===== src/rtl/pcm_nrz_tx_pkg.sv =====
// Shared constants, state encoding and rate helper for the PCM NRZ
// telemetry cores (transmitter and decoder).
package pcm_pkg;

   // Frame sync pattern, sent MSB first in frame words 0-3
   localparam logic [31:0] PCM_SYNC_WORD = 32'hF9E8_B38C;

   // Nominal PCM system clock
   localparam int PCM_CLK_HZ = 10240000;

   // High bit rate telemetry format
   localparam int HBR_BIT_RATE   = 51200;
   localparam int HBR_FRAME_SIZE = 128;

   // Low bit rate telemetry format
   localparam int LBR_BIT_RATE   = 1600;
   localparam int LBR_FRAME_SIZE = 200;

   typedef enum logic [1:0] {
      IDLE = 2'd0,
      SYNC = 2'd1,
      DATA = 2'd2
   } pcm_state_e;

   // Clock cycles per serial bit; callers check that the division is exact
   function automatic int clks_per_bit(input int clk_hz, input int bit_rate);
      return clk_hz / bit_rate;
   endfunction

endpackage


===== src/rtl/pcm_nrz_tx_if.sv =====
// Byte stream into the PCM transmitter: valid/ready handshake.
interface pcm_nrz_tx_if;
   logic [7:0] s_data;
   logic       s_valid;
   logic       s_ready;

   modport master (output s_data, output s_valid, input  s_ready);
   modport slave  (input  s_data, input  s_valid, output s_ready);
endinterface


===== src/rtl/pcm_tx_fifo.sv =====
// Byte FIFO with show-ahead read data. Reads and writes are ignored when
// the FIFO is empty or full respectively, so callers may request freely.
module pcm_tx_fifo #(
   parameter  int DEPTH = 16,
   localparam int AW    = $clog2(DEPTH),
   localparam int CW    = AW + 1
) (
   input  logic          clk,
   input  logic          rst,
   input  logic          wr_i,
   input  logic [7:0]    wdata_i,
   input  logic          rd_i,
   output logic [7:0]    rdata_o,
   output logic          full_o,
   output logic          empty_o,
   output logic [CW-1:0] count_o,
   output logic          full_nxt_o
);

   if (DEPTH < 2 || (DEPTH & (DEPTH - 1)) != 0) begin : g_bad_depth
      $error("pcm_tx_fifo: DEPTH must be a power of 2 and at least 2");
   end

   logic [7:0]    mem_q [DEPTH];
   logic [AW-1:0] wptr_q, rptr_q;
   logic [CW-1:0] cnt_q, cnt_d;
   logic          wr_ok, rd_ok;

   assign full_o     = (cnt_q == CW'(DEPTH));
   assign empty_o    = (cnt_q == '0);
   assign count_o    = cnt_q;
   assign rdata_o    = mem_q[rptr_q];
   assign wr_ok      = wr_i & ~full_o;
   // An empty FIFO never serves a read, even if a write lands the same cycle
   assign rd_ok      = rd_i & ~empty_o;
   assign full_nxt_o = (cnt_d == CW'(DEPTH));

   // Occupancy for the next cycle
   always_comb begin
      cnt_d = cnt_q;
      if (wr_ok && !rd_ok)      cnt_d = cnt_q + CW'(1);
      else if (rd_ok && !wr_ok) cnt_d = cnt_q - CW'(1);
   end

   // Storage array; contents need no reset, pointers define validity
   always_ff @(posedge clk) begin
      if (wr_ok) mem_q[wptr_q] <= wdata_i;
   end

   // Pointers and occupancy; pointers wrap naturally at power-of-2 depth
   always_ff @(posedge clk) begin
      if (rst) begin
         wptr_q <= '0;
         rptr_q <= '0;
         cnt_q  <= '0;
      end else begin
         if (wr_ok) wptr_q <= wptr_q + AW'(1);
         if (rd_ok) rptr_q <= rptr_q + AW'(1);
         cnt_q <= cnt_d;
      end
   end

endmodule


===== src/rtl/pcm_nrz_tx.sv =====
// PCM NRZ telemetry transmitter. Bytes arrive on a valid/ready stream into
// a small FIFO; frames of FRAME_SIZE words (4 sync words, then data bytes)
// are shifted out MSB first, each bit held CLKS_PER_BIT clocks. All serial
// outputs are registered, so they trail the internal state by one cycle.
module pcm_nrz_tx
   import pcm_pkg::*;
#(
   parameter int          CLK_HZ     = PCM_CLK_HZ,
   parameter int          BIT_RATE   = HBR_BIT_RATE,
   parameter int          FRAME_SIZE = HBR_FRAME_SIZE,
   parameter logic [31:0] SYNC_WORD  = PCM_SYNC_WORD,
   parameter logic [7:0]  FILL_BYTE  = 8'h00,
   parameter int          FIFO_DEPTH = 16
) (
   input  logic         clk,
   input  logic         rst,
   input  logic         en,
   pcm_nrz_tx_if.slave  s,
   output logic         txd,
   output logic         bit_tick,
   output logic         frame_start,
   output logic         underrun,
   output logic         busy
);

   localparam int CPB = clks_per_bit(CLK_HZ, BIT_RATE);
   localparam int BW  = (CPB > 1) ? $clog2(CPB) : 1;
   localparam int WW  = $clog2(FRAME_SIZE);
   localparam int CW  = $clog2(FIFO_DEPTH) + 1;

   if (CLK_HZ % BIT_RATE != 0) begin : g_bad_rate
      $error("pcm_nrz_tx: CLK_HZ must be an exact multiple of BIT_RATE");
   end
   if (FRAME_SIZE < 5) begin : g_bad_frame
      $error("pcm_nrz_tx: FRAME_SIZE must be at least 5");
   end

   pcm_state_e    state_q, state_d;
   logic [BW-1:0] baud_q, baud_d;
   logic [4:0]    bit_q, bit_d;
   logic [WW-1:0] word_q, word_d;
   logic [31:0]   shreg_q, shreg_d;

   logic txd_q, txd_d;
   logic tick_q, tick_d;
   logic fstart_q, fstart_d;
   logic urun_q, urun_d;
   logic busy_q;
   logic s_ready_q;

   logic          pop;
   logic [7:0]    byte_v;
   logic [7:0]    fifo_rdata;
   logic          fifo_empty;
   logic          fifo_full_nxt;
   logic          fifo_full_unused;
   logic [CW-1:0] fifo_cnt_unused;

   assign s.s_ready   = s_ready_q;
   assign txd         = txd_q;
   assign bit_tick    = tick_q;
   assign frame_start = fstart_q;
   assign underrun    = urun_q;
   assign busy        = busy_q;

   pcm_tx_fifo #(.DEPTH(FIFO_DEPTH)) u_fifo (
      .clk        (clk),
      .rst        (rst),
      .wr_i       (s.s_valid & s_ready_q),
      .wdata_i    (s.s_data),
      .rd_i       (pop),
      .rdata_o    (fifo_rdata),
      .full_o     (fifo_full_unused),
      .empty_o    (fifo_empty),
      .count_o    (fifo_cnt_unused),
      .full_nxt_o (fifo_full_nxt)
   );

   // Frame sequencer: baud/bit/word counters, shift register and the
   // values the output registers will take on the next edge
   always_comb begin
      state_d  = state_q;
      baud_d   = baud_q;
      bit_d    = bit_q;
      word_d   = word_q;
      shreg_d  = shreg_q;
      txd_d    = txd_q;
      tick_d   = 1'b0;
      fstart_d = 1'b0;
      urun_d   = 1'b0;
      pop      = 1'b0;
      byte_v   = FILL_BYTE;

      case (state_q)
         SYNC, DATA: begin
            // First clock of a bit period
            if (baud_q == '0) begin
               tick_d   = 1'b1;
               fstart_d = (state_q == SYNC) && (bit_q == 5'd0);
               // Data words are fetched right as their first bit starts so
               // the underrun pulse lines up with that bit's tick
               if (state_q == DATA && bit_q == 5'd0) begin
                  pop     = !fifo_empty;
                  byte_v  = fifo_empty ? FILL_BYTE : fifo_rdata;
                  urun_d  = fifo_empty;
                  shreg_d = {byte_v, 24'h0};
               end
               txd_d = shreg_d[31];
            end

            // Last clock of a bit period: advance to the next bit
            if (baud_q == BW'(CPB - 1)) begin
               baud_d  = '0;
               shreg_d = {shreg_d[30:0], 1'b0};
               bit_d   = bit_q + 5'd1;
               if (state_q == SYNC) begin
                  if (bit_q == 5'd31) begin
                     state_d = DATA;
                     bit_d   = 5'd0;
                     word_d  = WW'(4);
                  end
               end else if (bit_q == 5'd7) begin
                  bit_d = 5'd0;
                  if (word_q == WW'(FRAME_SIZE - 1)) begin
                     // Frame boundary is the only place en is honoured
                     word_d = '0;
                     if (en) begin
                        state_d = SYNC;
                        shreg_d = SYNC_WORD;
                     end else begin
                        state_d = IDLE;
                     end
                  end else begin
                     word_d = word_q + WW'(1);
                  end
               end
            end else begin
               baud_d = baud_q + BW'(1);
            end
         end

         default: begin
            txd_d  = 1'b0;
            baud_d = '0;
            bit_d  = 5'd0;
            word_d = '0;
            if (en) begin
               state_d = SYNC;
               shreg_d = SYNC_WORD;
            end
         end
      endcase
   end

   // Sequencer state and registered outputs
   always_ff @(posedge clk) begin
      if (rst) begin
         state_q   <= IDLE;
         baud_q    <= '0;
         bit_q     <= 5'd0;
         word_q    <= '0;
         shreg_q   <= '0;
         txd_q     <= 1'b0;
         tick_q    <= 1'b0;
         fstart_q  <= 1'b0;
         urun_q    <= 1'b0;
         busy_q    <= 1'b0;
         s_ready_q <= 1'b0;
      end else begin
         state_q   <= state_d;
         baud_q    <= baud_d;
         bit_q     <= bit_d;
         word_q    <= word_d;
         shreg_q   <= shreg_d;
         txd_q     <= txd_d;
         tick_q    <= tick_d;
         fstart_q  <= fstart_d;
         urun_q    <= urun_d;
         busy_q    <= (state_q != IDLE);
         s_ready_q <= !fifo_full_nxt;
      end
   end

endmodule


===== src/flat_wrapper.sv =====
// flat-port wrapper written by rule: the top's interface ports become plain ports
module pcm_nrz_tx_flat import pcm_pkg::*;
#(
   parameter int          CLK_HZ     = PCM_CLK_HZ,
   parameter int          BIT_RATE   = HBR_BIT_RATE,
   parameter int          FRAME_SIZE = HBR_FRAME_SIZE,
   parameter logic [31:0] SYNC_WORD  = PCM_SYNC_WORD,
   parameter logic [7:0]  FILL_BYTE  = 8'h00,
   parameter int          FIFO_DEPTH = 16
)
  (clk, rst, en, txd, bit_tick, frame_start, underrun, busy, s_s_data, s_s_valid, s_s_ready);
  pcm_nrz_tx_if s_i ();
  input  logic clk;
  input  logic rst;
  input  logic en;
  output logic txd;
  output logic bit_tick;
  output logic frame_start;
  output logic underrun;
  output logic busy;
  input wire logic [$bits(s_i.s_data)-1:0] s_s_data;
  input wire logic [$bits(s_i.s_valid)-1:0] s_s_valid;
  output wire logic [$bits(s_i.s_ready)-1:0] s_s_ready;
  assign s_i.s_data = s_s_data;
  assign s_i.s_valid = s_s_valid;
  assign s_s_ready = s_i.s_ready;
  pcm_nrz_tx #(.CLK_HZ(CLK_HZ), .BIT_RATE(BIT_RATE), .FRAME_SIZE(FRAME_SIZE), .SYNC_WORD(SYNC_WORD), .FILL_BYTE(FILL_BYTE), .FIFO_DEPTH(FIFO_DEPTH)) u_core (.clk(clk), .rst(rst), .en(en), .s(s_i), .txd(txd), .bit_tick(bit_tick), .frame_start(frame_start), .underrun(underrun), .busy(busy));
endmodule

===== config.mk =====
export PLATFORM = sky130hd
export DESIGN_NAME = pcm_nrz_tx_flat
export DESIGN_NICKNAME = d
export VERILOG_FILES = /design/src/rtl/pcm_nrz_tx_pkg.sv /design/src/rtl/pcm_nrz_tx_if.sv /design/src/rtl/pcm_tx_fifo.sv /design/src/rtl/pcm_nrz_tx.sv /design/src/flat_wrapper.sv
export SDC_FILE = /design/constraint.sdc
export NUM_CORES = 1
export LEC_CHECK = 0
export BUFFER_PORTS_ARGS = -buffer_cell sky130_fd_sc_hd__clkbuf_2
export CAP_MARGIN = 25
export CORE_UTILIZATION = 65
export DETAILED_ROUTE_END_ITERATION = 7
export GPL_ROUTABILITY_DRIVEN = 0
export PLACE_DENSITY = 0.82
export SYNTH_ARGS = -nofsm -noshare
export SYNTH_HDL_FRONTEND = slang
export SYNTH_SLANG_ARGS = --single-unit
export TNS_END_PERCENT = 20

===== constraint.sdc =====
create_clock -name clk -period 6.1 [get_ports clk]
set_input_delay 0.915 -clock clk [delete_from_list [all_inputs] [get_ports clk]]
set_output_delay 0.915 -clock clk [all_outputs]
set_load 0.02 [all_outputs]

# Word level (Yosys, flattened, before mapping)

Memories as Yosys holds them, arrays and structs flattened. A register that Yosys moved wholly into a read port is not among the register bits.
Cells that the tools add are included.

Bits in registers: 73
Latch bits: 0
Memory bits (writable): 128
Memory bits (read-only): 0
Logic and storage cells: 102
Memories kept: 1

Memories:

| memory              | words | width | read ports | clocked after Yosys merged registers in | wr ports | line              | RTL |
|---|---|---|---|---|---|---|---|
| u_core.u_fifo.mem_q | 16    | 8     | 1          | 1                                       | 1        | pcm_tx_fifo.sv:24 | `logic [7:0] mem_q [DEPTH];` |

$add $sub $neg: 7
Multipliers: 0
Divide/modulo/power cells: 0
$lt $le $gt $ge: 0
Eq/ne operators: 14
Shift-type cells: 0
Mux-type cells: 35
Bitwise operators: 8
Reductions and logical operators: 22

Operators with widths:

| operator                                              | count |
|---|---|
| two-way mux 32 bit                                    | 9 |
| two-way mux 7 bit                                     | 4 |
| two-way mux 5 bit                                     | 5 |
| equality test 5 bit, second input constant            | 3 |
| two-way mux 2 bit                                     | 7 |
| adder 5 x 1 -> 5 bit, second input constant           | 2 |
| logical NOT 5 bit                                     | 2 |
| inequality test 3 x 1 -> 1 bit, second input constant | 3 |
| adder 4 x 1 -> 4 bit, second input constant           | 2 |
| adder 8 x 1 -> 8 bit, second input constant           | 1 |
| equality test 8 bit, second input constant            | 1 |
| logical NOT 8 bit                                     | 1 |
| two-way mux 4 bit                                     | 2 |
| two-way mux 8 bit                                     | 1 |
| adder 7 x 1 -> 7 bit, second input constant           | 1 |
| equality test 7 bit, second input constant            | 1 |
| two-way mux 1 bit                                     | 7 |
| nonzero test 2 bit                                    | 3 |
| OR reduction 3 bit                                    | 2 |
| equality test 5 x 3 -> 1 bit, second input constant   | 1 |
| inverter 1 bit                                        | 5 |
| AND reduction 5 bit                                   | 1 |
| subtractor 5 x 1 -> 5 bit, second input constant      | 1 |
| logical AND 1 bit                                     | 4 |
| 11 further kinds                                      | 17 |

# Longest topological paths before layout

Word-level depth: 11
Depth in mapped cells: 11

# Hierarchy

Synthesis repeated with hierarchy kept, for this count alone.

Cells, all modules: 606
Area total of the unflattened synthesis: 8622.0 sq um

By module, submodules not included:

| module      | instances | cells each | area each (sq um) |
|---|---|---|---|
| pcm_tx_fifo | 1         | 308        | 5844.4 |
| pcm_nrz_tx  | 1         | 298        | 2777.7 |

# Least setup slack after synthesis

Ideal clock, no wire load.

Path kind: reg2reg
From: register u_core.state_q[0]
To: register u_core.s_ready_q (netlist: u_core.s.s_ready)
Data arrival time: 2.343 ns
Slack: 3.620 ns
Stages on the path, launching flop included: 12
Period minus slack after synthesis: 2.480 ns
Cells stage by stage: dfxtp_1 inv_1 ha_1 buf_4 or4b_1 buf_2 nand4bb_1 buf_2 nor3b_1 a31oi_1 xor2_1 a41oi_2

Longest elaborated chain between the ends: 11
Elaborated cells between the ends (all ways): 15
Those cells by class: eq/ne (3); mux (5); bitwise (1); reduce/logical (6)

RTL lines:

| what                                                   | line                                 | RTL |
|---|---|---|
| start: declaration                                     | pcm_nrz_tx.sv:38                     | `pcm_state_e state_q, state_d;` |
| start signal: assignment                               | pcm_nrz_tx.sv:170                    | `state_q <= state_d;` |
| equality test 2 bit                                    | pcm_nrz_tx.sv:94, pcm_nrz_tx.sv:102  |  |
| logical AND 1 bit                                      | pcm_nrz_tx.sv:102                    | `if (state_q == DATA && bit_q == 5'd0) begin` |
| two-way mux 1 bit                                      | pcm_nrz_tx.sv:102                    |  |
| two-way mux 1 bit                                      | pcm_nrz_tx.sv:97                     | `if (baud_q == '0) begin` |
| two-way mux 1 bit *                                    | pcm_nrz_tx.sv:94                     | `case (state_q)` |
| AND 1 bit *                                            | pcm_tx_fifo.sv:35                    | `assign rd_ok = rd_i & ~empty_o;` |
| logical AND 1 bit or logical NOT 1 bit (tied branches) | pcm_tx_fifo.sv:42, pcm_tx_fifo.sv:41 |  |
| two-way mux 5 bit or logical AND 1 bit (tied branches) | pcm_tx_fifo.sv:42, pcm_tx_fifo.sv:41 |  |
| two-way mux 5 bit *                                    | pcm_tx_fifo.sv:41                    | `if (wr_ok && !rd_ok) cnt_d = cnt_q + CW'(1);` |
| equality test 5 bit *                                  | pcm_tx_fifo.sv:36                    | `assign full_nxt_o = (cnt_d == CW'(DEPTH));` |
| logical NOT 1 bit *                                    | pcm_nrz_tx.sv:180                    | `s_ready_q <= !fifo_full_nxt;` |
| end signal: assignment                                 | pcm_nrz_tx.sv:180                    |  |
| end: declaration                                       | pcm_nrz_tx.sv:49                     | `logic s_ready_q;` |

Every way passes the cells marked *; elsewhere a longest branch is shown, timed or not.
A chain may end at the register's enable or synchronous reset.

# Final worst setup path

Same ends and word-level chain as after synthesis.

==> impl_metrics.yaml <==
status:
  status: "finished clean"
cts:
  cts_root_buf: "clkbuf_16"
  cts_buffers: 21
  cts_tree: "yes"
  post_cts_buffers: 0
  cts.sinks: 205
  clkLatencyLatePin_ns: 0.50
  cts.clk_slew.worst_paths_ns: 0.06
  cts_htree_levels: 1
  cts.repair.resized: 0
  clockBufferDepth: 3
  ctsHoldBuffers: 0
floorplanning:
  coreArea_um2: 12700
  initial_utilization_pct: 66.7
  dieArea_um2: 13500
  pin_count: 18
  rows: 41
  fp.dieW_um: 116
  die_y_um: 116
place:
  placement.io_buffers: 17
  pre_cts_ws_ns: 3.03
  dp_hpwl_um: 10500
critical_path:
  critPathMaxStageDelay_ns: 0.63
  crit_path_top_delay_cell: "or4b_1"
  critPathMaxFanout: 11
  crit_chain: "inv_1, ha_1, or4b_1, nand4bb_1, nor3b_1, a31oi_1, xor2_1, a41oi_2"
  critPathArrivalTime_ns: 3.46
  setup.worst_path.end_class: "register"
  start_kind: "register"
  worstPathRequired_ns: 6.43
  path_class: "reg -> reg"
cells_and_area:
  finalNetCount: 639
  drive_gt1_share_pct: 17.2
  final_cell_mix: "128 x edfxtp_1, 76 x dfxtp_1, 52 x nor2_1"
  post-route-util_pct: 73.4
  area_growth_pct: 10.1
  num_antenna_cells: 0
  final_common_cell: "edfxtp_1"
synthesis:
  yosysWarnings: 0
  yosysUniqueCellTypes: 60
  synth_flop_cell: "edfxtp_1"
  syn_area_um2: 8450
  seq_area_frac_synth_pct: 63.7
  synth_seq_cells: 205
  synth-simple-area-share_pct: 10.8
  synth_xor_area_share_pct: 1.66
  async_flop_share_pct: 0
  synth.area.mux_share_pct: 11.1
  synth-compound-area-share_pct: 7.95
  synth_top_family_by_area: "multiplexers"
  syn_nets: 629
  synth_edf_count: 128
  yosys.area_share.adder_pct: 2.52
  synth_cells: 600
  synth_area_per_cell_um2: 14.1
pwr:
  combinationalPowerShare_pct: 5.5
  p_sw_share_pct: 22.0
  power.sequential.fraction_pct: 53.2
  max-vdd-ir-drop_uv: 274
  p_switching_mw: 0.628
  clkPwrFrac_pct: 41.3
  internal_power_mw: 2.23
  leakagePower_nw: 3.10
  p_per_area_nw_per_um2: 308
grt:
  track_usage_pct: 26.9
  grt_pass1_vias: 4960
  antenna_found_initial: 0
  grt-ovfl-total: 0
  grt_pass1_wl_um: 26400
  grt_max_degree: 49
hold_path:
  hold_path.class: "reg -> reg"
routing:
  drc_errors: 0
  drt-initial-drc-count: 412
  first_pass_iters: 5
  vias_per_cell: 6.40
  avgRoutedWirePerCell_um: 21.7
  vias: 5086
  finalWirelength_um: 17300
  drtAntennaViolNets: 0
sta:
  setup_viol: 0
  max_slew.worst_pin.slew_ns: 1.04
  post-route-min-period_ns: 3.13
  whs_ns: 0.487
  clock_skew_ns: 0.0125
  setup_tns_ns: 0
  hold_violations: 0
  max_freq_ghz: 0.319
  max-slew-margin-rel_pct: 29.4
  min_period_over_period_pct: 51.3
  rsz0062_at_grt: "false"
  drv_slew: 0
  setup_ws_ns: 2.97
flow_run:
  drv_cap: 0
[sequential cells by signal, summed over array words and instances, names as in the netlist, named ones only]
register,flops
u_core.baud_q,8
u_core.bit_tick,1
u_core.txd,1
u_core.state_q,2
u_core.shreg_q,32
u_core.s.s_ready,1
u_core.u_fifo.mem_q,128
u_core.busy,1
u_core.u_fifo.rptr_q,4
u_core.u_fifo.count_o,5
u_core.word_q,7
u_core.frame_start,1
u_core.u_fifo.wptr_q,4
u_core.bit_q,5
u_core.underrun,1
[stage by stage]
step / power (mW) / std cells / instance area [um^2]
floorplan: 1.66 / 600 / 8450
global placement: 1.69 / 757 / 8620
detailed placement: 1.70 / 757 / 8620
CTS: 2.88 / 793 / 9250
global route: 2.94 / 795 / 9300
finish: 2.86 / 795 / 9300
[final timing paths]
path                           from  slack [ns]          endpoint  cells past startpoint
setup / recovery  u_core.state_q[0]        2.97  u_core.s.s_ready                      8
hold / removal     u_core.baud_q[0]        0.49  u_core.baud_q[0]                      1
hold reg to reg    u_core.baud_q[0]        0.49  u_core.baud_q[0]                      1
setup reg to reg  u_core.state_q[0]        2.97  u_core.s.s_ready                      8
[logic make-up after synthesis]
family	after synthesis
flops	205
mux	47
xor+xnor	16
fa+ha+maj	17
compound gates	95
simple gates	172
buf+inv	48
[power groups by stage]
| stage | clock, mW | sequential, mW | combinational [mW] |
|---|---|---|---|
| 2_1_floorplan | 0 | 1.55 | 0.110 |
| 3_3_place_gp | 0 | 1.55 | 0.145 |
| 3_5_place_dp | 0 | 1.55 | 0.152 |
| 4_1_cts | 1.20 | 1.52 | 0.154 |
| 5_1_grt | 1.25 | 1.53 | 0.171 |
| 6_report | 1.18 | 1.52 | 0.156 |
[synth_stat cells, drive strengths merged (5+ instances only)]
cell type	count	share of area, %
dfxtp	77	18
and3	11	0.81
mux2i	8	0.95
nand4	5	0.37
xnor2	5	0.52
nand3	16	0.95
clkbuf	24	1.1
inv	14	0.62
o221a	6	0.80
o21ai	8	0.61
mux4	37	9.9
and2	10	0.74
a22oi	12	1.1
nor4	8	0.67
buf	10	0.61
nor3	13	0.77
a221oi	5	0.52
ha	17	2.5
nor2	54	2.5
nand2	25	1.1
a31oi	5	0.37
edfxtp	128	45
a21oi	34	2.0
xor2	11	1.1
nor2b	5	0.37
a211oi	5	0.44
[routing by layer]
metal | vias up | global-route usage (%) | routed length (um)
met5 | - | 0 | 0
met4 | 0 | 10.8 | 687
met3 | 61 | 5.86 | 1160
met2 | 204 | 48.6 | 8960
met1 | 2490 | 31.2 | 6470
li1 | 2331 | - | -
[critical path: cells and delay by family (launching register included)]
kind                       cells  cell delay [ns]
buffers and inverters          1             0.07
and+or+nand+nor                3             1.53
adders and majority gates      1             0.43
AOI/OAI and AO/OA              2             0.34
DFF                            1             0.36
xor gates and xnor gates       1             0.23
[final cells by class]
class / instances / area (um^2)
Sequential cell: 205 / 5390
Fill cell: 819 / 3370
Multi-Input combinational cell: 347 / 2870
Clock buffer: 24 / 537
Tap cell: 172 / 215
Timing Repair Buffer: 21 / 148
Clock inverter: 12 / 91.3
Inverter: 14 / 52.6
Note: power is estimated with default switching activity, not from simulation.
